[src/rtl/ex_muldiv_unit_if.sv]
// Issue/complete bus between the execution stage and the multiply/divide unit.
// The master side is the pipeline; the slave side is the unit.
interface ex_muldiv_unit_if #(
    parameter int DATA_W = 32,
    parameter int TAG_W  = 5
);
    logic              start_i;
    logic [2:0]        op_i;
    logic [DATA_W-1:0] src1_i;
    logic [DATA_W-1:0] src2_i;
    logic [TAG_W-1:0]  tag_i;
    logic              flush_i;
    logic              ready_o;
    logic              busy_o;
    logic              stallreq_o;
    logic              done_o;
    logic [DATA_W-1:0] result_o;
    logic [TAG_W-1:0]  tag_o;

    modport master (
        output start_i, op_i, src1_i, src2_i, tag_i, flush_i,
        input  ready_o, busy_o, stallreq_o, done_o, result_o, tag_o
    );

    modport slave (
        input  start_i, op_i, src1_i, src2_i, tag_i, flush_i,
        output ready_o, busy_o, stallreq_o, done_o, result_o, tag_o
    );
endinterface

[src/rtl/ex_muldiv_unit.sv]
// Multi-cycle integer multiply/divide unit: fixed-latency multiplier plus a
// radix-2 restoring divider, one operation in flight, with flush and stall request.
module ex_muldiv_unit #(
    parameter int DATA_W     = 32,
    parameter int MUL_STAGES = 2,
    parameter int TAG_W      = 5
) (
    input  logic                clk,
    input  logic                rst,
    ex_muldiv_unit_if.slave     bus
);
    localparam int CNT_W = $clog2((DATA_W > MUL_STAGES) ? DATA_W : MUL_STAGES) + 1;
    localparam logic [DATA_W-1:0] MIN_INT = {1'b1, {(DATA_W-1){1'b0}}};

    localparam logic [2:0] OP_MUL   = 3'd0;
    localparam logic [2:0] OP_MULH  = 3'd1;
    localparam logic [2:0] OP_MULHU = 3'd2;
    localparam logic [2:0] OP_DIV   = 3'd3;
    localparam logic [2:0] OP_DIVU  = 3'd4;
    localparam logic [2:0] OP_MOD   = 3'd5;
    localparam logic [2:0] OP_RSVD  = 3'd7;

    typedef enum logic [2:0] {S_IDLE, S_MUL, S_DIV, S_FIX, S_DONE} state_t;

    state_t              state_q;
    logic [CNT_W-1:0]    cnt_q;
    logic [2:0]          op_q;
    logic [DATA_W-1:0]   opa_q;      // multiplicand, or dividend/quotient shift register
    logic [DATA_W-1:0]   opb_q;      // multiplier, or divisor magnitude
    logic [DATA_W-1:0]   rem_q;
    logic                negq_q;
    logic                negr_q;
    logic [DATA_W-1:0]   result_q;
    logic [TAG_W-1:0]    tag_q;
    logic [TAG_W-1:0]    tagf_q;

    logic                     is_div_d, sdiv_d, special_d;
    logic [DATA_W-1:0]        abs1_d, abs2_d, spec_res_d;
    logic signed [2*DATA_W-1:0] ext_a_d, ext_b_d, prod_d;
    logic [DATA_W-1:0]        mul_res_d, quo_fix_d, rem_fix_d, fix_res_d;
    logic [DATA_W:0]          rem_sh_d, diff_d;

    // Issue-side decode and special-case results
    always_comb begin
        is_div_d   = (bus.op_i >= OP_DIV) && (bus.op_i != OP_RSVD);
        sdiv_d     = (bus.op_i == OP_DIV) || (bus.op_i == OP_MOD);
        abs1_d     = (sdiv_d && bus.src1_i[DATA_W-1]) ? -bus.src1_i : bus.src1_i;
        abs2_d     = (sdiv_d && bus.src2_i[DATA_W-1]) ? -bus.src2_i : bus.src2_i;
        special_d  = (bus.op_i == OP_RSVD)
                   || (is_div_d && (bus.src2_i == '0))
                   || (sdiv_d && (bus.src1_i == MIN_INT) && (bus.src2_i == '1));
        spec_res_d = '0;
        if (is_div_d) begin
            if ((bus.op_i == OP_DIV) || (bus.op_i == OP_DIVU))
                spec_res_d = (bus.src2_i == '0) ? '1 : MIN_INT;
            else
                spec_res_d = (bus.src2_i == '0) ? bus.src1_i : '0;
        end
    end

    // Multiply datapath: only MULH needs sign extension, the low half is sign-agnostic
    always_comb begin
        if (op_q == OP_MULH) begin
            ext_a_d = $signed({{DATA_W{opa_q[DATA_W-1]}}, opa_q});
            ext_b_d = $signed({{DATA_W{opb_q[DATA_W-1]}}, opb_q});
        end else begin
            ext_a_d = $signed({{DATA_W{1'b0}}, opa_q});
            ext_b_d = $signed({{DATA_W{1'b0}}, opb_q});
        end
        prod_d    = ext_a_d * ext_b_d;
        mul_res_d = (op_q == OP_MUL) ? prod_d[DATA_W-1:0] : prod_d[2*DATA_W-1:DATA_W];
    end

    // Divide datapath: one restoring step per cycle, sign fix-up afterwards
    always_comb begin
        rem_sh_d  = {rem_q, opa_q[DATA_W-1]};
        diff_d    = rem_sh_d - {1'b0, opb_q};
        quo_fix_d = negq_q ? -opa_q : opa_q;
        rem_fix_d = negr_q ? -rem_q : rem_q;
        fix_res_d = ((op_q == OP_DIV) || (op_q == OP_DIVU)) ? quo_fix_d : rem_fix_d;
    end

    always_ff @(posedge clk) begin
        if (rst) begin
            state_q  <= S_IDLE;
            cnt_q    <= '0;
            op_q     <= '0;
            opa_q    <= '0;
            opb_q    <= '0;
            rem_q    <= '0;
            negq_q   <= 1'b0;
            negr_q   <= 1'b0;
            result_q <= '0;
            tag_q    <= '0;
            tagf_q   <= '0;
        end else begin
            case (state_q)
                S_IDLE: begin
                    if (bus.start_i && !bus.flush_i) begin
                        op_q   <= bus.op_i;
                        tagf_q <= bus.tag_i;
                        rem_q  <= '0;
                        negq_q <= sdiv_d && (bus.src1_i[DATA_W-1] ^ bus.src2_i[DATA_W-1]);
                        negr_q <= sdiv_d && bus.src1_i[DATA_W-1];
                        if (special_d) begin
                            result_q <= spec_res_d;
                            tag_q    <= bus.tag_i;
                            state_q  <= S_DONE;
                        end else if (bus.op_i <= OP_MULHU) begin
                            opa_q   <= bus.src1_i;
                            opb_q   <= bus.src2_i;
                            cnt_q   <= CNT_W'(MUL_STAGES - 1);
                            state_q <= S_MUL;
                        end else begin
                            opa_q   <= abs1_d;
                            opb_q   <= abs2_d;
                            cnt_q   <= CNT_W'(DATA_W - 1);
                            state_q <= S_DIV;
                        end
                    end
                end
                S_MUL: begin
                    if (bus.flush_i) begin
                        state_q <= S_IDLE;
                    end else if (cnt_q == '0) begin
                        result_q <= mul_res_d;
                        tag_q    <= tagf_q;
                        state_q  <= S_DONE;
                    end else begin
                        cnt_q <= cnt_q - CNT_W'(1);
                    end
                end
                S_DIV: begin
                    if (bus.flush_i) begin
                        state_q <= S_IDLE;
                    end else begin
                        opa_q <= {opa_q[DATA_W-2:0], ~diff_d[DATA_W]};
                        rem_q <= diff_d[DATA_W] ? rem_sh_d[DATA_W-1:0] : diff_d[DATA_W-1:0];
                        if (cnt_q == '0) state_q <= S_FIX;
                        else             cnt_q   <= cnt_q - CNT_W'(1);
                    end
                end
                S_FIX: begin
                    if (bus.flush_i) begin
                        state_q <= S_IDLE;
                    end else begin
                        result_q <= fix_res_d;
                        tag_q    <= tagf_q;
                        state_q  <= S_DONE;
                    end
                end
                default: state_q <= S_IDLE;
            endcase
        end
    end

    assign bus.ready_o    = (state_q == S_IDLE);
    assign bus.busy_o     = (state_q == S_MUL) || (state_q == S_DIV) || (state_q == S_FIX);
    assign bus.done_o     = (state_q == S_DONE) && !bus.flush_i;
    assign bus.stallreq_o = (bus.ready_o && bus.start_i && !bus.flush_i) || bus.busy_o;
    assign bus.result_o   = result_q;
    assign bus.tag_o      = tag_q;
endmodule

[src/flat_wrapper.sv]
// flat-port wrapper written by rule: the top's interface ports become plain ports
module ex_muldiv_unit_flat 
#(
    parameter int DATA_W     = 32,
    parameter int MUL_STAGES = 2,
    parameter int TAG_W      = 5
)
  (clk, rst, bus_start_i, bus_op_i, bus_src1_i, bus_src2_i, bus_tag_i, bus_flush_i, bus_ready_o, bus_busy_o, bus_stallreq_o, bus_done_o, bus_result_o, bus_tag_o);
  ex_muldiv_unit_if #(.DATA_W(DATA_W), .TAG_W(TAG_W)) bus_i ();
  input  logic clk;
  input  logic rst;
  input wire logic [$bits(bus_i.start_i)-1:0] bus_start_i;
  input wire logic [$bits(bus_i.op_i)-1:0] bus_op_i;
  input wire logic [$bits(bus_i.src1_i)-1:0] bus_src1_i;
  input wire logic [$bits(bus_i.src2_i)-1:0] bus_src2_i;
  input wire logic [$bits(bus_i.tag_i)-1:0] bus_tag_i;
  input wire logic [$bits(bus_i.flush_i)-1:0] bus_flush_i;
  output wire logic [$bits(bus_i.ready_o)-1:0] bus_ready_o;
  output wire logic [$bits(bus_i.busy_o)-1:0] bus_busy_o;
  output wire logic [$bits(bus_i.stallreq_o)-1:0] bus_stallreq_o;
  output wire logic [$bits(bus_i.done_o)-1:0] bus_done_o;
  output wire logic [$bits(bus_i.result_o)-1:0] bus_result_o;
  output wire logic [$bits(bus_i.tag_o)-1:0] bus_tag_o;
  assign bus_i.start_i = bus_start_i;
  assign bus_i.op_i = bus_op_i;
  assign bus_i.src1_i = bus_src1_i;
  assign bus_i.src2_i = bus_src2_i;
  assign bus_i.tag_i = bus_tag_i;
  assign bus_i.flush_i = bus_flush_i;
  assign bus_ready_o = bus_i.ready_o;
  assign bus_busy_o = bus_i.busy_o;
  assign bus_stallreq_o = bus_i.stallreq_o;
  assign bus_done_o = bus_i.done_o;
  assign bus_result_o = bus_i.result_o;
  assign bus_tag_o = bus_i.tag_o;
  ex_muldiv_unit #(.DATA_W(DATA_W), .MUL_STAGES(MUL_STAGES), .TAG_W(TAG_W)) u_core (.clk(clk), .rst(rst), .bus(bus_i));
endmodule
[config.mk]
export PLATFORM = sky130hd
export DESIGN_NAME = ex_muldiv_unit_flat
export DESIGN_NICKNAME = d
export VERILOG_FILES = /design/src/rtl/ex_muldiv_unit_if.sv /design/src/rtl/ex_muldiv_unit.sv /design/src/flat_wrapper.sv
export SDC_FILE = /design/constraint.sdc
export NUM_CORES = 2
export LEC_CHECK = 0
export CAP_MARGIN = 25
export CORE_AREA = 2 2 418 420
export DETAILED_ROUTE_END_ITERATION = 12
export DIE_AREA = 0 0 420 422
export DONT_BUFFER_PORTS = 1
export PLACE_DENSITY = 0.51
export RECOVER_POWER = 100
export SYNTH_ARGS = -nofsm -noshare
export SYNTH_HDL_FRONTEND = slang
export SYNTH_SLANG_ARGS = --single-unit
[constraint.sdc]
create_clock -name clk -period 16.9 [get_ports clk]
set_input_delay 3.38 -clock clk [delete_from_list [all_inputs] [get_ports clk]]
set_output_delay 3.38 -clock clk [all_outputs]
set_load 0.02 [all_outputs]
Yosys cells after proc, flatten, opt, wreduce, memory -nomap -nowiden
Index checks and enable logic that the tools add are counted.
{"block": "word_totals", "ff_bits": 152, "wordCells": 132, "out_inout_bits": 41}
{"block": "classes", "magnitude_cmp": 2, "n_mul": 1, "n_mux": 49, "n_eq_ne": 25, "bitwise_logic": 3, "n_reduce_logical": 35, "n_addsub": 6}
{"op": "two-way mux 32 bit", "count": 22}
{"op": "two-way mux 64 bit", "count": 2}
{"op": "negation 32 bit", "count": 4}
{"op": "case mux 32 bit (2 select lines)", "count": 2}
{"op": "case mux 32 bit (3 select lines)", "count": 1}
{"op": "equality test 32 bit, second input constant", "count": 2}
{"op": "multiplier 64 x 64 -> 64 bit", "count": 1}
{"op": "subtractor 33 x 32 -> 33 bit", "count": 1}
{"op": "logical NOT 32 bit", "count": 1}
{"op": "two-way mux 31 bit", "count": 1}
{"op": "two-way mux 5 bit", "count": 6}
{"op": "two-way mux 6 bit", "count": 4}
{"op": "two-way mux 3 bit", "count": 7}
{"op": "inequality test 2 bit, second input constant", "count": 8}
{"op": "equality test 3 bit, second input constant", "count": 5}
{"op": "case mux 5 bit (3 select lines)", "count": 1}
{"op": "equality test 3 x 2 -> 1 bit, second input constant", "count": 4}
{"op": "case mux 3 bit (4 select lines)", "count": 1}
{"op": "case mux 6 bit (2 select lines)", "count": 1}
{"op": "logical AND 1 bit", "count": 11}
{"op": "AND reduction 3 bit", "count": 3}
{"op": "logical OR 1 bit", "count": 8}
{"op": "equality test 3 x 1 -> 1 bit, second input constant", "count": 2}
{"op": "logical NOT 3 bit", "count": 2}
{"op": "18 further kinds", "count": 21}

Depth between registers and ports, before layout
{"block": "depth", "ltp_word": 8, "mapped_depth": 35}

Worst setup path before layout
OpenSTA, ideal clock, no wires.
{"block": "synth_timing", "path_type": "register to register", "startpoint": "register u_core.opa_q[31]", "endpoint": "register u_core.result_q[23] (netlist: u_core.bus.result_o[23])", "arrival_ns": 9.247, "setup_ns": 0.092, "synth_period_minus_slack_ns": 9.339, "path_buffers": 4, "path_slack_ns": 7.561, "path_stages_with_launch": 32, "cell_sequence": "dfxtp_1 > clkbuf_1 > and3_1 > clkbuf_1 > clkbuf_1 > nand2_1 > fa_1 > inv_1 > fa_1 > fa_1 > inv_1 > fa_1 > inv_1 > fa_1 > fa_1 > fa_1 > fa_1 > fa_1 > inv_1 > fa_1 > inv_1 > ha_1 > clkbuf_1 > a21oi_1 > nor2_1 > a211oi_1 > o21ai_0 > a211oi_1 > o22ai_1 > nor3b_1 > xor2_1 > o32ai_1"}
{"block": "synth_between", "elab_chain_len": 6}
{"item": "start, declared", "line_no": "ex_muldiv_unit.sv:28", "source": "logic [DATA_W-1:0] opa_q;"}
{"item": "start signal, assigned", "line_no": "ex_muldiv_unit.sv:110", "source": "opa_q <= bus.src1_i;"}
{"item": "start signal, assigned", "line_no": "ex_muldiv_unit.sv:115", "source": "opa_q <= abs1_d;"}
{"item": "start signal, assigned", "line_no": "ex_muldiv_unit.sv:137", "source": "opa_q <= {opa_q[DATA_W-2:0], ~diff_d[DATA_W]};"}
{"item": "two-way mux 64 bit", "line_no": "ex_muldiv_unit.sv:63", "source": "if (op_q == OP_MULH) begin"}
{"item": "multiplier 64 x 64 -> 64 bit", "line_no": "ex_muldiv_unit.sv:70", "source": "prod_d = ext_a_d * ext_b_d;"}
{"item": "two-way mux 32 bit", "line_no": "ex_muldiv_unit.sv:71", "source": "mul_res_d = (op_q == OP_MUL) ? prod_d[DATA_W-1:0] : prod_d[2*DATA_W-1:DATA_W];"}
{"item": "two-way mux 32 bit", "line_no": "ex_muldiv_unit.sv:125", "source": "end else if (cnt_q == '0) begin"}
{"item": "two-way mux 32 bit", "line_no": "ex_muldiv_unit.sv:123", "source": "if (bus.flush_i) begin"}
{"item": "case mux 32 bit (3 select lines)", "line_no": "ex_muldiv_unit.sv:97", "source": "case (state_q)"}
{"item": "end signal, assigned", "line_no": "ex_muldiv_unit.sv:106", "source": "result_q <= spec_res_d;"}
{"item": "end signal, assigned", "line_no": "ex_muldiv_unit.sv:126", "source": "result_q <= mul_res_d;"}
{"item": "end signal, assigned", "line_no": "ex_muldiv_unit.sv:147", "source": "result_q <= fix_res_d;"}
{"item": "end, declared", "line_no": "ex_muldiv_unit.sv:33", "source": "logic [DATA_W-1:0] result_q;"}
No other way between the ends. The select of a mux whose other input is x is not followed.
A chain may end at the register's enable or synchronous reset.

Worst setup path after layout
{"block": "layout_timing", "startpoint": "register u_core.op_q[2]", "endpoint": "register u_core.result_q[23] (netlist: u_core.bus.result_o[23])"}
{"block": "layout_between", "elab_chain_len": 7, "elab_cells_between_ends": 14}
{"item": "start, declared", "line_no": "ex_muldiv_unit.sv:27", "source": "logic [2:0] op_q;"}
{"item": "start signal, assigned", "line_no": "ex_muldiv_unit.sv:100", "source": "op_q <= bus.op_i;"}
{"item": "equality test 3 x 1 -> 1 bit", "line_no": "ex_muldiv_unit.sv:63"}
{"item": "two-way mux 64 bit", "line_no": "ex_muldiv_unit.sv:63"}
{"item": "multiplier 64 x 64 -> 64 bit", "line_no": "ex_muldiv_unit.sv:70"}
{"item": "two-way mux 32 bit", "line_no": "ex_muldiv_unit.sv:71"}
{"item": "two-way mux 32 bit", "line_no": "ex_muldiv_unit.sv:125"}
{"item": "two-way mux 32 bit", "line_no": "ex_muldiv_unit.sv:123"}
{"item": "case mux 32 bit (3 select lines) (*)", "line_no": "ex_muldiv_unit.sv:97"}
Mark *: on every way between the ends. The rest lies on a longest branch, timed or not. The select of a mux whose other input is x is not followed.

==> flow_summary_export.csv <==
group,metric,value,unit
critical_path,r2r_start,"u_core.op_q[2]$_SDFFE_PP0P_",
route,route.vias.total,46100,
layout,layout.cells.non_filler,8905,
synth,syn_avg_cell_area,8.81,um^2
clocking,post_cts_buffers,0,
synth,syn_inst,6813,
synth,ys_seq_elements,152,
clocking,cts_buffers,17,
critical_path,cp_common_cell,"fa_1",
timing,fin_worst_skew,0.0230,ns
floorplanning,floorplan.rows,153,
placed_design,io_buffers,0,
clocking,clk_latency,0.53,ns
critical_path,reg2reg_depth,29,
timing,tightest_slew,3.19,ns
layout,final_layout_size_suffix_gt1_share,3.04,%
outcome,status,"finished, violations left",
critical_path,startpoint,"u_core.op_q[2]$_SDFFE_PP0P_",
route,drc,0,
critical_path,end_kind,"flop",
critical_path,startpoint_type,"flop",
outcome,violations,"capacitance limit, slew limit",
clocking,cts_root_buf,"clkbuf_16",
critical_path,path_buf_inv,6,
power,leakage,31.0,nW
critical_path,endpoint,"u_core.bus.result_o[23]$_SDFFE_PP0P_",
timing,max_freq,85.1,MHz
grt,first_global_vias,48900,
placed_design,gp_congestion,1.00,
timing,setup_slack,5.15,ns
critical_path,slowest_delay,1.26,ns
floorplanning,start_util,34.7,%
clocking,cts_tree,"done",
placed_design,placed_cell_area,0.0623,mm^2
critical_path,cp.depth,29,
power,ir_drop,96.2,uV
synth,syn_nets,8699,
grt,grt_use_met3,3.53,%
grt,grt_pass1_wl,328000,um
clocking,clkSlewWorstSetupHoldPaths,0.08,ns
power,p_total,3.19,mW
floorplanning,die_x,420,um
route,wl_per_cell,24.6,um
placed_design,dp_hpwl,182000,um
power,p_per_area,50.8,mW/mm^2
floorplanning,die_area,0.177,mm^2
timing,report.final.slew_viol_count,189,
layout,final_cell_mix,"inv_1, fa_1, nand2_1",
timing,fin_crit,11.75,ns
synth,yosys_most_used_dff,"dfxtp_1",
placed_design,place_ws,6.27,ns
critical_path,r2r_slack,5.15,ns
synth,ys_warn_count,0,
critical_path,cp.required,17.32,ns
timing,rsz0062_at_grt,"false",
grt,use_met2,41.8,%
synth,netlist_area,0.0600,mm^2
synth,synthArstFlopShare,0,%
floorplanning,core,0.173,mm^2
clocking,cts_resized,0,
route,avgViaCountPerCell,5.17,
floorplanning,io_pins,117,
timing,max_slew_margin,-113,%
critical_path,crit_fanout,31,
route,drtIter0Drc,3416,
job,timing.max_cap.violations,5,
synth,synth_edf_count,0,
grt,grt_usage,25.3,%
timing,setup-violations-final,0,
layout,final_common_cell,"inv_1",
critical_path,arrival,12.17,ns
synth,synth_cell_type_count,94,
grt,top_usage_layer,"met2",
clocking,cts_hold_buf,0,
timing,finalHoldViolations,0,
critical_path,reg2reg_to,"u_core.bus.result_o[23]$_SDFFE_PP0P_",
layout,area_growth,4.77,%
grt,antenna_found_initial,12,
grt,grt_max_degree,103,
route,routed_wl,219000,um
placed_design,dp_cells,8866,
clocking,htreeDepth,4,
synth,yosysSeqAreaShare,5.07,%
floorplanning,die_h,422,um
timing,setup_tns,0,ns
route,dr.pass1.iters,6,
layout,fin_area,0.0629,mm^2
route,ant_nets,0,
timing,fin_crit_sh,69.5,%
clocking,clock-sinks,152,
grt,grtUsageMet1,32.4,%
clocking,clk_path_buf_depth,2,
critical_path,slowest_stage,"clkbuf_1",
critical_path,path_delay_family,"adder cells",
worst_hold_path,hold_path_class,"flop to flop",
critical_path,path_class,"flop to flop",
layout,nets,8446,
grt,grt-ovfl-total,0,
## sequential cells by signal, indices dropped and copies added, names as in the netlist
signal	cells
u_core.state_q	3
u_core.bus.result_o	32
u_core.opa_q	32
u_core.negq_q	1
u_core.negr_q	1
u_core.op_q	3
u_core.opb_q	32
u_core.cnt_q	6
u_core.tagf_q	5
u_core.bus.tag_o	5
u_core.rem_q	32
## worst reg2reg max path, delay by kind of cell, from the launching register on
kind,cells,cell delay (ns)
buffers and inverters,6,1.87
and+or+nand+nor,5,1.56
AOI/OAI and AO/OA,6,1.79
xor gates and xnor gates,1,0.13
DFF,1,0.38
adders and majority gates,11,5.93
## area by class of cell
cell class,count,area (um^2)
inverters,1559,5850
flip-flops and latches,152,3070
clock inverters,15,161
clock buffers,17,425
fillers,18000,110000
repair buffers,105,786
multi-input cells,4725,49700
diodes,7,17.5
well taps,2325,2910
## routing by layer
layer,vias to the layer above,wire length (um)
met5,-,27
met2,1485,105000
met1,24200,88500
met3,393,12700
met4,4,13200
li1,20000,-
## synthesized netlist by cell type (all sizes together) (26+ instances only)
master  instances  share of area [%]
a211oi         93                1.2
xnor2         145                2.1
nand4          34               0.35
a21o           48               0.60
nor2          345                2.2
xor2           97                1.4
a31oi          31               0.32
buf            68               0.50
or3            26               0.27
and2          436                4.5
clkbuf        307                1.9
dfxtp         152                5.1
nand2         812                5.1
a21oi         188                1.6
ha            388                8.1
o21ai         167                1.4
mux2i          40               0.67
inv          1558                9.7
o31ai          36               0.45
nor3           46               0.38
fa           1422                 47
nand3          43               0.36
## report_power, final
| part | internal (mW) | total [mW] | switching, mW | leakage [nW] |
|---|---|---|---|---|
| sequential | 0.390 | 0.500 | 0.110 | 1.25 |
| combinational | 0.734 | 2.27 | 1.53 | 29.5 |
| clock | 0.209 | 0.427 | 0.218 | 0.283 |
| total | 1.33 | 3.19 | 1.86 | 31.0 |
## cells by family (layout without fill, tap and decap cells)
logic type      after synthesis  after routing  share of synthesized area (%)
buf+inv                    1936           1696                           12.3
other cells                   0              7                              0
fa+ha+maj                  1814           1814                           55.6
mux                          40             40                          0.667
xor+xnor                    242            242                           3.53
compound gates              747            747                           8.09
flops                       152            152                           5.07
simple gates               1882           1882                           14.8
## metrics by stage
step | hold slack, ns | utilization, %
2_1_floorplan | 0.437 | -
3_3_place_gp | 0.439 | 36.0
3_5_place_dp | 0.446 | 36.1
4_1_cts | 0.454 | 36.4
5_1_grt | 0.476 | 36.4
6_report | 0.457 | 36.4
## worst min path at each step
stage / to / startpoint / cells after the start
after detailed placement: u_core.tagf_q[2]$_SDFFE_PP0P_ / u_core.tagf_q[2]$_SDFFE_PP0P_ / 2
after global placement: u_core.tagf_q[3]$_SDFFE_PP0P_ / u_core.tagf_q[3]$_SDFFE_PP0P_ / 2
after global routing: u_core.tagf_q[1]$_SDFFE_PP0P_ / u_core.tagf_q[1]$_SDFFE_PP0P_ / 2
after floorplan: u_core.tagf_q[0]$_SDFFE_PP0P_ / u_core.tagf_q[0]$_SDFFE_PP0P_ / 2
after CTS: u_core.tagf_q[2]$_SDFFE_PP0P_ / u_core.tagf_q[2]$_SDFFE_PP0P_ / 2
final: u_core.tagf_q[4]$_SDFFE_PP0P_ / u_core.tagf_q[4]$_SDFFE_PP0P_ / 2
No activity file was read; power rests on OpenSTA's default activity.
